File: src/rtl/sipo_deserializer_pkg.sv
// Shared definitions for the serial-in/parallel-out deserializer: hold-state
// encoding and the bit-counter width helper.
package sipo_deserializer_pkg;

    typedef enum logic {
        HOLD_EMPTY = 1'b0,
        HOLD_FULL  = 1'b1
    } hold_state_e;

    function automatic int cnt_width(input int width);
        return (width < 2) ? 1 : $clog2(width);
    endfunction

endpackage

File: src/rtl/sipo_deserializer_hold_reg.sv
// One-entry valid/ready holding register. A load arriving while full and not
// being drained is dropped and sets the sticky overrun flag.
module sipo_hold_reg
    import sipo_deserializer_pkg::*;
#(
    parameter int WIDTH = 8
) (
    input  logic             clk,
    input  logic             rst,
    input  logic             load,
    input  logic [WIDTH-1:0] word_in,
    input  logic             ready,
    output logic [WIDTH-1:0] word_out,
    output logic             valid,
    output logic             overrun,
    output hold_state_e      state
);

    hold_state_e      state_q, state_d;
    logic [WIDTH-1:0] word_q, word_d;
    logic             overrun_q, overrun_d;

    always_comb begin
        state_d   = state_q;
        word_d    = word_q;
        overrun_d = overrun_q;
        case (state_q)
            HOLD_EMPTY: begin
                if (load) begin
                    state_d = HOLD_FULL;
                    word_d  = word_in;
                end
            end
            HOLD_FULL: begin
                // Drain and refill on the same edge keeps the register full with no bubble.
                if (load) begin
                    if (ready) begin
                        word_d = word_in;
                    end else begin
                        overrun_d = 1'b1;
                    end
                end else if (ready) begin
                    state_d = HOLD_EMPTY;
                end
            end
            default: state_d = HOLD_EMPTY;
        endcase
    end

    always_ff @(posedge clk) begin
        if (rst) begin
            state_q   <= HOLD_EMPTY;
            word_q    <= '0;
            overrun_q <= 1'b0;
        end else begin
            state_q   <= state_d;
            word_q    <= word_d;
            overrun_q <= overrun_d;
        end
    end

    assign word_out = word_q;
    assign valid    = (state_q == HOLD_FULL);
    assign overrun  = overrun_q;
    assign state    = state_q;

endmodule

File: src/rtl/sipo_deserializer.sv
// Assembles WIDTH-bit words from a qualified serial bit stream and hands them
// to a one-entry valid/ready holding register.
module sipo_deserializer
    import sipo_deserializer_pkg::*;
#(
    parameter int WIDTH     = 8,
    parameter bit MSB_FIRST = 1'b1
) (
    input  logic                     clk,
    input  logic                     rst,
    input  logic                     d,
    input  logic                     d_en,
    output logic [WIDTH-1:0]         q_word,
    output logic                     q_valid,
    input  logic                     q_ready,
    output logic                     overrun,
    output logic [$clog2(WIDTH)-1:0] bit_cnt
);

    localparam int CNT_W = $clog2(WIDTH);
    localparam logic [CNT_W-1:0] CNT_LAST = CNT_W'(WIDTH - 1);

    logic [WIDTH-1:0] sh_q, sh_d;
    logic [CNT_W-1:0] cnt_q, cnt_d;
    logic [WIDTH-1:0] shifted;
    logic             complete;
    hold_state_e      hold_state;

    always_comb begin
        if (MSB_FIRST) begin
            shifted = {sh_q[WIDTH-2:0], d};
        end else begin
            shifted = {d, sh_q[WIDTH-1:1]};
        end
        complete = d_en && (cnt_q == CNT_LAST);
        sh_d     = sh_q;
        cnt_d    = cnt_q;
        if (d_en) begin
            sh_d  = shifted;
            cnt_d = complete ? '0 : cnt_q + CNT_W'(1);
        end
    end

    always_ff @(posedge clk) begin
        if (rst) begin
            sh_q  <= '0;
            cnt_q <= '0;
        end else begin
            sh_q  <= sh_d;
            cnt_q <= cnt_d;
        end
    end

    // The completing word includes the bit sampled on this edge, so the
    // holding register loads the freshly shifted value, not sh_q.
    sipo_hold_reg #(
        .WIDTH (WIDTH)
    ) u_hold (
        .clk      (clk),
        .rst      (rst),
        .load     (complete),
        .word_in  (shifted),
        .ready    (q_ready),
        .word_out (q_word),
        .valid    (q_valid),
        .overrun  (overrun),
        .state    (hold_state)
    );

    assign bit_cnt = cnt_q;

endmodule

File: config.mk
export PLATFORM = sky130hd
export DESIGN_NAME = sipo_deserializer
export DESIGN_NICKNAME = d
export VERILOG_FILES = /design/src/rtl/sipo_deserializer_pkg.sv /design/src/rtl/sipo_deserializer_hold_reg.sv /design/src/rtl/sipo_deserializer.sv
export SDC_FILE = /design/constraint.sdc
export NUM_CORES = 1
export LEC_CHECK = 0
export CORE_UTILIZATION = 52
export DETAILED_ROUTE_END_ITERATION = 7
export PLACE_DENSITY = 0.81
export RECOVER_POWER = 25
export REMOVE_ABC_BUFFERS = 1
export SETUP_SLACK_MARGIN = 0.5
export SYNTH_ARGS = -nofsm -noshare
export SYNTH_HDL_FRONTEND = slang
export SYNTH_SLANG_ARGS = --single-unit
export TNS_END_PERCENT = 20
File: constraint.sdc
create_clock -name clk -period 3.75 [get_ports clk]
set_clock_uncertainty 0.2 [all_clocks]
set_input_delay 0.9375 -clock clk [delete_from_list [all_inputs] [get_ports clk]]
set_output_delay 0.9375 -clock clk [all_outputs]
set_load 0.02 [all_outputs]
* Word level (Yosys, flattened, before mapping) *
Index checks and enable logic that the tools add are counted.

word-level totals
  flip-flop bits (word level) = 20

operators by class
  add/sub/neg operators = 1
  eq/ne operators = 4
  mux-type cells = 9
  bitwise logic cells = 2
  reduce and logical (&&, ||, !) cells = 3

operators by type and width
  operator                                       count
  2-to-1 mux 8 bit                               3
  case mux 8 bit (2 select lines)                1
  inequality test 2 bit (second input constant)  3
  AND reduction 3 bit                            2
  adder 3 x 1 -> 3 bit (second input constant)   1
  equality test 3 bit (second input constant)    1
  2-to-1 mux 1 bit                               3
  2-to-1 mux 3 bit                               1
  inverter 1 bit                                 2
  case mux 1 bit (2 select lines)                1
  logical AND 1 bit                              1

* Depth between registers and ports, before layout *
  word-level depth = 4
  gate-level depth with buffers = 5
  depth with buffers taken out = 5

* Modules after synthesis *
A second synthesis with hierarchy kept.

second synthesis, totals
  cell total of the unflattened synthesis = 80
  area total of the unflattened synthesis = 834.6 um^2

modules (own cells, without submodules)
  module             times used  cells each  area each (um^2)  seq. area each (um^2)
  sipo_hold_reg      1           43          442.9             200.2
  sipo_deserializer  1           37          391.6             200.2

* Worst setup path after synthesis *
OpenSTA, ideal clock, no wires.

  path type = input to register
  from = input port q_ready
  to = register u_hold.word_q[0] (netlist: u_hold.word_out[0])
  setup time = 0.072 ns
  arrival time = 1.486 ns
  required time = 3.478 ns
  path slack = 1.993 ns
  cell stages on the path = 3
  path buffers = 0
  cells stage by stage = and2b_4 nor2_8 mux2i_1

between the ends
  word-level cells in the longest chain between the ends = 2

RTL lines
  item                             RTL line                          RTL
  start, declared                  sipo_deserializer.sv:15           input logic q_ready,
  inequality test 2 bit (no line)  -
  AND reduction 3 bit (no line)    -
  end signal, assigned             sipo_deserializer_hold_reg.sv:57  word_q <= word_d;
  end, declared                    sipo_deserializer_hold_reg.sv:20  logic [WIDTH-1:0] word_q, word_d;

No other way between the ends.
A chain may end at the register's enable or synchronous reset.

* Worst setup path in the final report *
  from = input port d_en
  to = register u_hold.word_q[1] (netlist: u_hold.word_out[1])

between the ends
  word-level cells in the longest chain between the ends = 3

RTL lines
  item                             RTL line                 RTL
  start, declared                  sipo_deserializer.sv:12  input logic d_en,
  logical AND 1 bit *              sipo_deserializer.sv:35  complete = d_en && (cnt_q == CNT_LAST);
  inequality test 2 bit (no line)  -
  AND reduction 3 bit (no line) *  -

Mark *: on every way between the ends. The rest lies on a longest branch, timed or not.

==> impl_metrics.ini <==
[run_status]
status = finished, final reports clean

[routing]
drt_iter0_drc = 9
ant_nets = 0
finalWirelength_um = 1295
vias = 557
avgViaCountPerCell = 4.973
remaining_drc_errors = 0
dr.pass1.iters = 3
wire_per_inst_um = 11.56

[cts]
cts_sinks = 20
holdBufCountCts = 0
htreeDepth = 1
clkTransAtPathRegs_ps = 110
cts_root_buf = clkbuf_4
cts_resized = 0
clockBufferDepth = 2
tritoncts = built
cts_setup_buffers = 0
numCtsBuffers = 3
clk_latency_ps = 290

[worst_setup_path]
crit_end = u_hold.word_out[1]
worst-path-max-fanout = 14
crit_arrival_ps = 2540
reg2reg_depth = 5
cp.required_ps = 3780
end_kind = flip-flop
ff2ff_setup_slack_ps = 2130
rr_startpoint = bit_cnt[0]
crit_type = input pin to flip-flop
start_kind = input pin
critPathLaunch = d_en
r2r_end = u_hold.word_out[1]

[power_and_ir_drop]
intPower_w = 0.0003388
powerDensity_nw_per_um2 = 399.3
clkPwrFrac_pct = 41.3
power_frac_comb_pct = 6.7
switching_share_pct = 19.38
p_switching_w = 0.00008143
ir_drop_mv = 0.2723
pwr-share-seq_pct = 52.0
leakagePower_nw = 0.3926

[flow_run]
max_cap_violations = 0

[sta]
max_freq_mhz = 397.7
hold_violations = 0
hold_slack_ps = 281.2
tightestPinTransition_ps = 779.3
fin_ws_ps = 1235
setup_viol = 0
drv_slew = 0
period_needed_ps = 2515
rsz0062_at_grt = false
fin_tns_setup_ps = 0
min_period_over_period_pct = 67.06
relSlewSlack_pct = 47.89

[logic_synthesis]
netlist_area_um2 = 862.1
ys_seq_area_share_pct = 46.44
ys_ff_latch = 20
synth_cells = 80
avgSynthCellArea_um2 = 10.78
yosys_warnings = 0
synth.distinct_cells = 14

[placement]
gp_congestion = 0.6484
place_ws_ps = 995.6
hpwl_um = 850.3
port_buffers = 17

[grt]
grt_pass1_vias = 510
grt_pass1_wl_um = 2090
grt_max_degree = 29
antenna_found_initial = 0
track_usage_pct = 15.01
grt-ovfl-total = 0

[final_layout]
fin_nets = 104
antenna_cells = 0
drive_above_1_share_pct = 8.333
mostFrequentLayoutCell = dfxtp_1
layout_common_cells = dfxtp_1, mux2i_1, nand2b_1, clkdlybuf4s50_1, nor2_1
area_growth_syn_to_layout_pct = 22.06

[floorplanning]
fp.dieH_um = 42.72
floorplan.initialDensity_pct = 56.57
dieWidth_um = 42.72
rows = 14
dieArea_um2 = 1825
core_area_um2 = 1524
ios = 18

[min_path]
min_path_type = flip-flop to flip-flop
## cells in the mapped netlist
| library cell | number | area [um^2] |
|---|---|---|
| dfxtp_1 | 20 | 400.4 |
| nor2_1 | 12 | 45.04 |
| buf_6 | 4 | 45.04 |
| a31oi_1 | 1 | 6.260 |
| nand2_2 | 1 | 6.260 |
| nand2b_2 | 1 | 8.760 |
| a21oi_1 | 2 | 10.01 |
| buf_4 | 1 | 7.510 |
| nand2b_1 | 16 | 100.1 |
| ha_1 | 2 | 25.02 |
| nand3b_1 | 1 | 7.510 |
| and2b_4 | 1 | 10.01 |
| nor2_8 | 1 | 20.02 |
| mux2i_1 | 17 | 170.2 |
## registers in the layout (all words and copies together), names as in the netlist
| name | cells |
|---|---|
| bit_cnt | 3 |
| u_hold.overrun | 1 |
| sh_q | 7 |
| u_hold.word_out | 8 |
| u_hold.state | 1 |
## kinds of logic (layout without fill, tap and decap cells)
group | Yosys count | in the layout | synth area share [%]
buffers and inverters | 5 | 21 | 6.096
flip-flops | 20 | 20 | 46.44
AND/OR/NAND/NOR | 33 | 33 | 22.93
adder cells (fa/ha/maj) | 2 | 2 | 2.902
multiplexers | 17 | 17 | 19.74
AO/OA/AOI/OAI | 3 | 3 | 1.887
## power by group through the flow
stage	clock network, W	logic, W	registers (W)
2_1_floorplan	0	0.0000108	0.000225
3_3_place_gp	0	0.0000282	0.000223
3_5_place_dp	0	0.0000285	0.000223
4_1_cts	0.000179	0.0000286	0.000219
5_1_grt	0.000185	0.0000303	0.000219
6_report	0.000173	0.0000282	0.000219
## worst max-delay path, stage by stage
cell and delay [ps]:
dlygate4sd3_1 980, nand2_2 180, nor2_8 230, mux2i_1 210
## how the worst min path moves through the flow
stage / start / end / slack (ps) / depth (start not counted)
floorplan: sh_q[6] / u_hold.word_out[7] / 250 / 2
global placement: u_hold.overrun / u_hold.overrun / 250 / 2
detailed placement: u_hold.overrun / u_hold.overrun / 260 / 2
CTS: u_hold.overrun / u_hold.overrun / 280 / 2
global route: u_hold.word_out[4] / u_hold.word_out[4] / 300 / 2
finish: u_hold.word_out[2] / u_hold.word_out[2] / 280 / 2
## cell type report
class	instances	area, um^2
tap	16	20.02
fill	117	471.7
sequential	20	400.4
multi-input combinational	55	409.1
timing repair buffer	17	170.2
clock buffer	3	22.52
clock inverter	1	30.03
## per-layer routing
layer,up-vias,share of wire (%),global-route usage (%)
li1,294,-,-
met2,11,46,24.24
met5,-,0,0
met4,0,0,7.500
met1,252,50,19.14
met3,0,3.8,2.553
## metrics by stage
| step | utilization, % | power, W | cell area (um^2) | cells |
|---|---|---|---|---|
| after CTS | 69.05 | 0.0004260 | 1052 | 112 |
| after floorplan | - | 0.0002360 | 809.5 | 75 |
| after global placement | 65.60 | 0.0002513 | 999.7 | 108 |
| after detailed placement | 65.60 | 0.0002518 | 999.7 | 108 |
| after global routing | 69.05 | 0.0004340 | 1052 | 112 |
| final | 69.05 | 0.0004202 | 1052 | 112 |
No activity file was read; power rests on OpenSTA's default activity.
